==> src/rtl/booth_multp_seq.sv <==
// ---------------------------------------------------------------------------
// booth_multp_seq
//
// Iterative radix-4 Booth multiplier with valid/ready handshakes. Each RUN
// cycle retires PAIRS_PER_CYCLE Booth digits into a carry-save accumulator.
// The result is presented as a redundant sum/carry pair whose modular sum is
// the product, signed or unsigned per transaction.
//
// Optional feature macro: BOOTH_MULTP_FINAL_ADD_EN
//   When defined, an extra cycle resolves the pair so that out0 holds the
//   product and out1 is zero (latency N+1 instead of N).
//
// Parameters
//   A_WIDTH          multiplier width (>= 2)
//   B_WIDTH          multiplicand width (>= 1)
//   PAIRS_PER_CYCLE  Booth digits consumed per RUN cycle (1..D)
//
// Ports
//   clk        rising-edge clock
//   rst        synchronous active-high reset
//   in_valid   operand beat valid
//   in_ready   block can accept a beat (function of state, rst, out_ready)
//   a, b       multiplier / multiplicand
//   tc         1 = two's complement operands, 0 = unsigned
//   out_valid  result valid (held until out_ready)
//   out_ready  consumer accepts the result
//   out0/out1  carry-save sum / carry words, OUT_WIDTH = A+B+2 bits
//   busy       an operation is in flight or waiting to be consumed
// ---------------------------------------------------------------------------
module booth_multp_seq #(
    parameter int A_WIDTH         = 24,
    parameter int B_WIDTH         = 24,
    parameter int PAIRS_PER_CYCLE = 2
) (
    input  logic                       clk,
    input  logic                       rst,
    input  logic                       in_valid,
    output logic                       in_ready,
    input  logic [A_WIDTH-1:0]         a,
    input  logic [B_WIDTH-1:0]         b,
    input  logic                       tc,
    output logic                       out_valid,
    input  logic                       out_ready,
    output logic [A_WIDTH+B_WIDTH+1:0] out0,
    output logic [A_WIDTH+B_WIDTH+1:0] out1,
    output logic                       busy
);

    localparam int D         = A_WIDTH / 2 + 1;
    localparam int OUT_WIDTH = A_WIDTH + B_WIDTH + 2;
    localparam int N         = (D + PAIRS_PER_CYCLE - 1) / PAIRS_PER_CYCLE;
    localparam int AP_WIDTH  = A_WIDTH + 3;
    localparam int SHIFT     = 2 * PAIRS_PER_CYCLE;
    localparam int CNT_WIDTH = $clog2(N * PAIRS_PER_CYCLE + 1);

    // Digit index of the first digit handled in the final RUN cycle.
    localparam logic [CNT_WIDTH-1:0] LAST_DIG = CNT_WIDTH'((N - 1) * PAIRS_PER_CYCLE);

    typedef enum logic [1:0] {
        IDLE = 2'd0,
        RUN  = 2'd1,
        DONE = 2'd2
`ifdef BOOTH_MULTP_FINAL_ADD_EN
        ,
        ADD  = 2'd3
`endif
    } state_t;

    state_t                 state, state_n;
    logic                   accept;
    logic                   last_run;
    logic                   a_sign, b_sign;

    // a_sh holds the padded multiplier shifted so the current digits sit at
    // the bottom; b_sh holds the multiplicand pre-shifted to match.
    logic [AP_WIDTH-1:0]    a_sh;
    logic [OUT_WIDTH-1:0]   b_sh;
    logic [OUT_WIDTH-1:0]   acc_s, acc_c;
    logic [OUT_WIDTH-1:0]   sum_n, carry_n, pp_j, maj_j;
    logic [CNT_WIDTH-1:0]   dig;

    assign a_sign   = tc & a[A_WIDTH-1];
    assign b_sign   = tc & b[B_WIDTH-1];
    assign accept   = in_valid && in_ready;
    assign last_run = (dig == LAST_DIG);

    // Radix-4 Booth recoding of one digit against the (already shifted)
    // multiplicand; negation wraps at OUT_WIDTH.
    function automatic logic [OUT_WIDTH-1:0] booth_pp(
        input logic [2:0]           digit,
        input logic [OUT_WIDTH-1:0] mcand
    );
        logic [OUT_WIDTH-1:0] pp;
        case (digit)
            3'b001, 3'b010: pp = mcand;
            3'b011:         pp = mcand << 1;
            3'b100:         pp = -(mcand << 1);
            3'b101, 3'b110: pp = -mcand;
            default:        pp = '0;
        endcase
        return pp;
    endfunction

    // ---------------------------------------------------------------- FSM
    always_ff @(posedge clk) begin
        // NOTE: state registers use non-blocking assignments so every flop
        // samples pre-edge values regardless of block ordering.
        if (rst) state <= IDLE;
        else     state <= state_n;
    end

    always_comb begin
        // NOTE: every output gets a default first, so no path through the
        // case leaves a signal unassigned and no latch is inferred.
        state_n   = state;
        in_ready  = 1'b0;
        out_valid = 1'b0;
        busy      = 1'b0;
        case (state)
            IDLE: begin
                in_ready = 1'b1;
                if (in_valid) state_n = RUN;
            end
            RUN: begin
                busy = 1'b1;
`ifdef BOOTH_MULTP_FINAL_ADD_EN
                if (last_run) state_n = ADD;
`else
                if (last_run) state_n = DONE;
`endif
            end
`ifdef BOOTH_MULTP_FINAL_ADD_EN
            ADD: begin
                busy    = 1'b1;
                state_n = DONE;
            end
`endif
            DONE: begin
                busy      = 1'b1;
                out_valid = 1'b1;
                // Handing off and accepting the next beat share one cycle.
                in_ready  = out_ready;
                if (out_ready) state_n = in_valid ? RUN : IDLE;
            end
            default: state_n = IDLE;
        endcase
        if (rst) in_ready = 1'b0;
    end

    // ------------------------------------------------- carry-save compress
    always_comb begin
        sum_n   = acc_s;
        carry_n = acc_c;
        pp_j    = '0;
        maj_j   = '0;
        // NOTE: blocking assignments here are deliberate: each 3:2 stage
        // consumes the sum/carry produced by the previous stage in the chain.
        for (int j = 0; j < PAIRS_PER_CYCLE; j++) begin
            pp_j    = booth_pp(a_sh[2*j +: 3], b_sh << (2 * j));
            maj_j   = (sum_n & carry_n) | (sum_n & pp_j) | (carry_n & pp_j);
            sum_n   = sum_n ^ carry_n ^ pp_j;
            carry_n = maj_j << 1;
        end
    end

    // ------------------------------------------------------------ datapath
    always_ff @(posedge clk) begin
        if (rst) begin
            a_sh  <= '0;
            b_sh  <= '0;
            acc_s <= '0;
            acc_c <= '0;
            dig   <= '0;
            out0  <= '0;
            out1  <= '0;
        end else if (accept) begin
            a_sh  <= {a_sign, a_sign, a, 1'b0};
            b_sh  <= {{(OUT_WIDTH - B_WIDTH){b_sign}}, b};
            acc_s <= '0;
            acc_c <= '0;
            dig   <= '0;
        end else if (state == RUN) begin
            acc_s <= sum_n;
            acc_c <= carry_n;
            // Arithmetic shift refills with the sign, so digits past D-1
            // recode to 000/111 and contribute zero.
            a_sh  <= AP_WIDTH'($signed(a_sh) >>> SHIFT);
            b_sh  <= b_sh << SHIFT;
            dig   <= dig + CNT_WIDTH'(PAIRS_PER_CYCLE);
`ifndef BOOTH_MULTP_FINAL_ADD_EN
            if (last_run) begin
                out0 <= sum_n;
                out1 <= carry_n;
            end
`endif
        end
`ifdef BOOTH_MULTP_FINAL_ADD_EN
        else if (state == ADD) begin
            out0 <= acc_s + acc_c;
            out1 <= '0;
        end
`endif
    end

endmodule
==> config.mk <==
export PLATFORM = sky130hd
export DESIGN_NAME = booth_multp_seq
export DESIGN_NICKNAME = d
export VERILOG_FILES = /design/src/rtl/booth_multp_seq.sv
export SDC_FILE = /design/constraint.sdc
export NUM_CORES = 1
export LEC_CHECK = 0
export CORE_MARGIN = 1.5
export CORE_UTILIZATION = 45
export CTS_CLUSTER_DIAMETER = 50
export DETAILED_ROUTE_END_ITERATION = 16
export PLACE_DENSITY = 0.69
export SKIP_LAST_GASP = 1
export SYNTH_ARGS = -nofsm -noshare
export SYNTH_HDL_FRONTEND = slang
export SYNTH_SLANG_ARGS = --single-unit
==> constraint.sdc <==
create_clock -name clk -period 10.56 [get_ports clk]
set_input_delay 2.112 -clock clk [delete_from_list [all_inputs] [get_ports clk]]
set_output_delay 2.112 -clock clk [all_outputs]
set_load 0.005 [all_outputs]
Yosys cells after proc, flatten, opt, wreduce, memory -nomap -nowiden
Index checks and enable logic that the tools add are counted.

Add/subtract/negate cells: 5. Equality and inequality tests: 18. Muxes and demuxes: 15. Bitwise logic cells: 17. Reduce and logical (&&, ||, !) cells: 11.

Operator list (number): case mux 50 bit (4 select lines) (2); AND 49 bit (6); negator 50 bit (4); bitwise XOR 50 bit (4); bitwise OR 49 bit (4); 2-to-1 mux 50 bit (2); 2-to-1 mux 27 bit (1); 2-to-1 mux 26 bit (1); equality test 3 bit, second input constant (6); equality test 3 x 2 -> 1 bit, second input constant (4); OR reduction 2 bit (6); equality test 3 x 1 -> 1 bit, second input constant (2); 2-to-1 mux 2 bit (3); != test 2 bit, second input constant (3); case mux 2 bit (3 select lines) (1); AND reduction 3 bit (2); adder 4 x 2 -> 4 bit, second input constant (1); equality test 4 bit, second input constant (1); 2-to-1 mux 1 bit (4); AND 1 bit (2); equality test 2 x 1 -> 1 bit, second input constant (1); equality test 2 bit, second input constant (1); logical NOT 2 bit (1); case mux 1 bit (2 select lines) (1); other kinds (3) (3).

Register bits: 281. Bits of input ports: 53. Output and inout bits: 103. Word-level logic and storage cells: 76.

Depth between registers and ports, before layout
Depth after elaboration: 9. Depth in mapped cells: 17. Gate-level depth less buffers: 15.

Worst setup path after synthesis
No wires, ideal clock.

Kind: input to output. Start point: input port rst. End point: output port in_ready. Data arrival time: 2.445 ns. Path slack: 6.003 ns. Stages: 2. Buffers on the path: 1. Path through: clkbuf_1 nor2_1.

Longest elaborated chain between the ends: 1.

RTL lines: start: declaration (line 36) `input logic rst,`; 2-to-1 mux 1 bit (line 147) `if (rst) in_ready = 1'b0;`; end: declaration (line 38) `output logic in_ready,`.

No other way between the ends.

Worst setup path in the final report
Start point: input port out_ready. End point: output port in_ready.

Longest elaborated chain between the ends: 2.

RTL lines: start: declaration (line 43) `input logic out_ready,`; case mux 1 bit (2 select lines) (line 119) `case (state)`; 2-to-1 mux 1 bit (line 147).

No other way between the ends.

==> flow_summary.toml <==
[power_and_ir_drop]
sw_frac_of_total = 0.448
p_per_area_nw_per_um2 = 264
p_leak_uw = 0.00701
vdd_drop_max_v = 0.000123
p_sw_uw = 2380
comb_power_share = 0.492
finalPower_uw = 5320
seq_power_share = 0.287
clock_power_share = 0.220
internal_power_uw = 2930

[drt]
drt_iter0_drc = 1682
first_pass_iters = 12
antenna_left = 0
drc = 0
wl_per_cell_um = 19.7
vias = 15600
drt-total-wl_mm = 52.2
routed_via_density = 5.91

[timing]
worst_pin_slew_ns = 1.26
slew_headroom = 0.157
layout_min_cycle_time_ns = 5.59
skew_ns = 0.0118
final_hold_viol_count = 0
fmax_mhz = 179
hold_slack_ns = 0.453
tns_ns = 0
setup_violations = 0
rsz0062_at_grt = "false"
period_share = 0.529
slew_violations = 0

[global_route]
grt_usage = 0.265
grt_max_degree = 101
overflow = 0
grt_pass1_wl_mm = 82.7
antenna_found_initial = 0
grt_pass1_vias = 14800

[worst_hold_path]
holdPathStages = 2
min_path_type = "flip-flop to flip-flop"

[cts]
clock_sinks = 278
cts_inserted_buffers = 34
clkLatencyLatePin_ns = 0.55
path_clk_slew_ns = 0.06
cts_root_buf = "clkbuf_16"
cts_tree = "built"
cts.htree.levels = 2
holdBufCountCts = 0
clockBufferDepth = 3
ctsResizeCount = 0
post_cts_buffers = 0

[placed_design]
dp_hpwl_mm = 35.1
place.port_buffers = 153
gp_congestion = 0.932

[floorplan]
die_h_um = 200
coreArea_um2 = 37800
die_area_um2 = 39900
die-width_um = 200
rows = 71
num_io_pins = 156
start_util = 0.460

[synthesis]
syn-instance-count = 2112
synth-async-reset-ratio = 0
postSynthAreaPerCell_um2 = 8.24
ys.flop_type = "dfxtp_1"
netlist_area_um2 = 17400
synth-warning-count = 0
synth-edff-count = 0
ys_seq_elements = 278
ys_types = 70
ys_seq_area_frac = 0.320

[worst_setup_path]
cpLargestDelayFamily = "buffers and inverters"
required_ns = 8.45
critPathBufInv = 2
slowest_delay_ns = 0.56
start_kind = "input pin"
cp_common_cell = "clkdlybuf4s50_1"
crit_cells = 4
crit_chain = "clkdlybuf4s50_1, a21oi_1, nor2_1, clkdlybuf4s50_1"
path_class = "input pin to primary output"
endpoint_kind = "primary output"
critPathSlowestCell = "clkdlybuf4s50_1"
worstRegToRegCells = 13
critPathArrivalTime_ns = 3.48
cp_max_fo = 3

[final_layout]
seqCellArea_um2 = 5570
antenna_cells = 0
fill_cells = 3500
drive_gt1_frac = 0.0562
syn2layout_area_growth_pct = 15.5
multi_input_area_um2 = 10900
layout_commonest_cell = "nor2_1"
layout_common_cells = "nor2_1, nand2_1, dfxtp_1"
num-nets-final = 2267

[run]
cap_violations = 0

[run_status]
outcome = "finished clean"
## cell families after synthesis
group	Yosys count	synth area share
and+or+nand+nor	737	0.183
AOI/OAI and AO/OA	480	0.186
DFF	278	0.320
buffers and inverters	264	0.0592
muxes	154	0.0892
adders and majority gates	104	0.115
xor gates and xnor gates	94	0.0473
other	1	0.000215
## worst paths after layout
kind | from | to | slack, ns
max | out_ready | in_ready | 4.97
min | out0[43] | out0[43] | 0.45
max reg2reg | b_sh[0] | acc_s[46] | 5.64
min reg2reg | out0[43] | out0[43] | 0.45
## flip-flops by register name (all words and copies together), names as in the netlist
| signal | cells |
|---|---|
| a_sh | 27 |
| acc_c | 48 |
| acc_s | 50 |
| b_sh | 50 |
| dig | 3 |
| out0 | 50 |
| out1 | 48 |
| state | 2 |
## cell type report
class | count | share of cell area
repair buffers | 178 | 0.0856
clock buffers | 48 | 0.0485
well taps | 511 | 0.0318
clock inverters | 12 | 0.00760
inverters | 47 | 0.00878
flip-flops and latches | 278 | 0.277
multi-input cells | 1571 | 0.540
## Yosys cell counts (all sizes together), types with 14 or more instances
library cell | count | share of area
dfxtp | 278 | 0.32
a221oi | 54 | 0.027
a211oi | 106 | 0.046
nand2 | 280 | 0.060
nor4 | 14 | 0.0071
xor2 | 30 | 0.015
nor2 | 305 | 0.066
a31oi | 47 | 0.017
xnor2 | 64 | 0.032
inv | 45 | 0.0097
nand3 | 14 | 0.0040
o21ai | 42 | 0.012
a21oi | 142 | 0.041
clkbuf | 180 | 0.039
fa | 94 | 0.11
a221o | 18 | 0.010
mux2i | 145 | 0.083
nor3 | 51 | 0.015
buf | 37 | 0.010
## layer usage
layer / GRT usage / wire length, um
met3: 0.0565 / 4420
met2: 0.400 / 22900
met4: 0.0950 / 1610
met5: 0 / 0
met1: 0.371 / 23300
## power by group through the flow
stage                     Combinational (uW)  Sequential [uW]  Clock, uW
after CTS                               2580             1520       1190
after floorplan                         2070             1320          0
after global placement                  2500             1530          0
final                                   2620             1530       1170
after global routing                    2860             1560       1240
after detailed placement                2560             1540          0
## worst reg2reg max path: stages, from the launching register on
cell	delay, ns
dfxtp_1	0.39
inv_1	0.25
ha_1	0.25
or3b_1	0.51
or4_4	0.64
or4_4	0.58
o21ai_0	0.24
xnor2_1	0.18
a221oi_1	0.11
a31oi_1	0.36
fa_1	0.52
fa_1	0.53
mux2i_1	0.16
nor2_1	0.06
## per-stage QoR
stage	setup slack [ns]	util	instance area, um2	std cells
after detailed placement	4.98	0.501	19000	2585
after floorplan	6.00	-	17400	2113
after CTS	4.97	0.531	20100	2645
final	4.97	0.531	20100	2645
after global placement	4.98	0.501	19000	2585
after global routing	4.91	0.531	20100	2645
(Power assumes the default switching activity.)
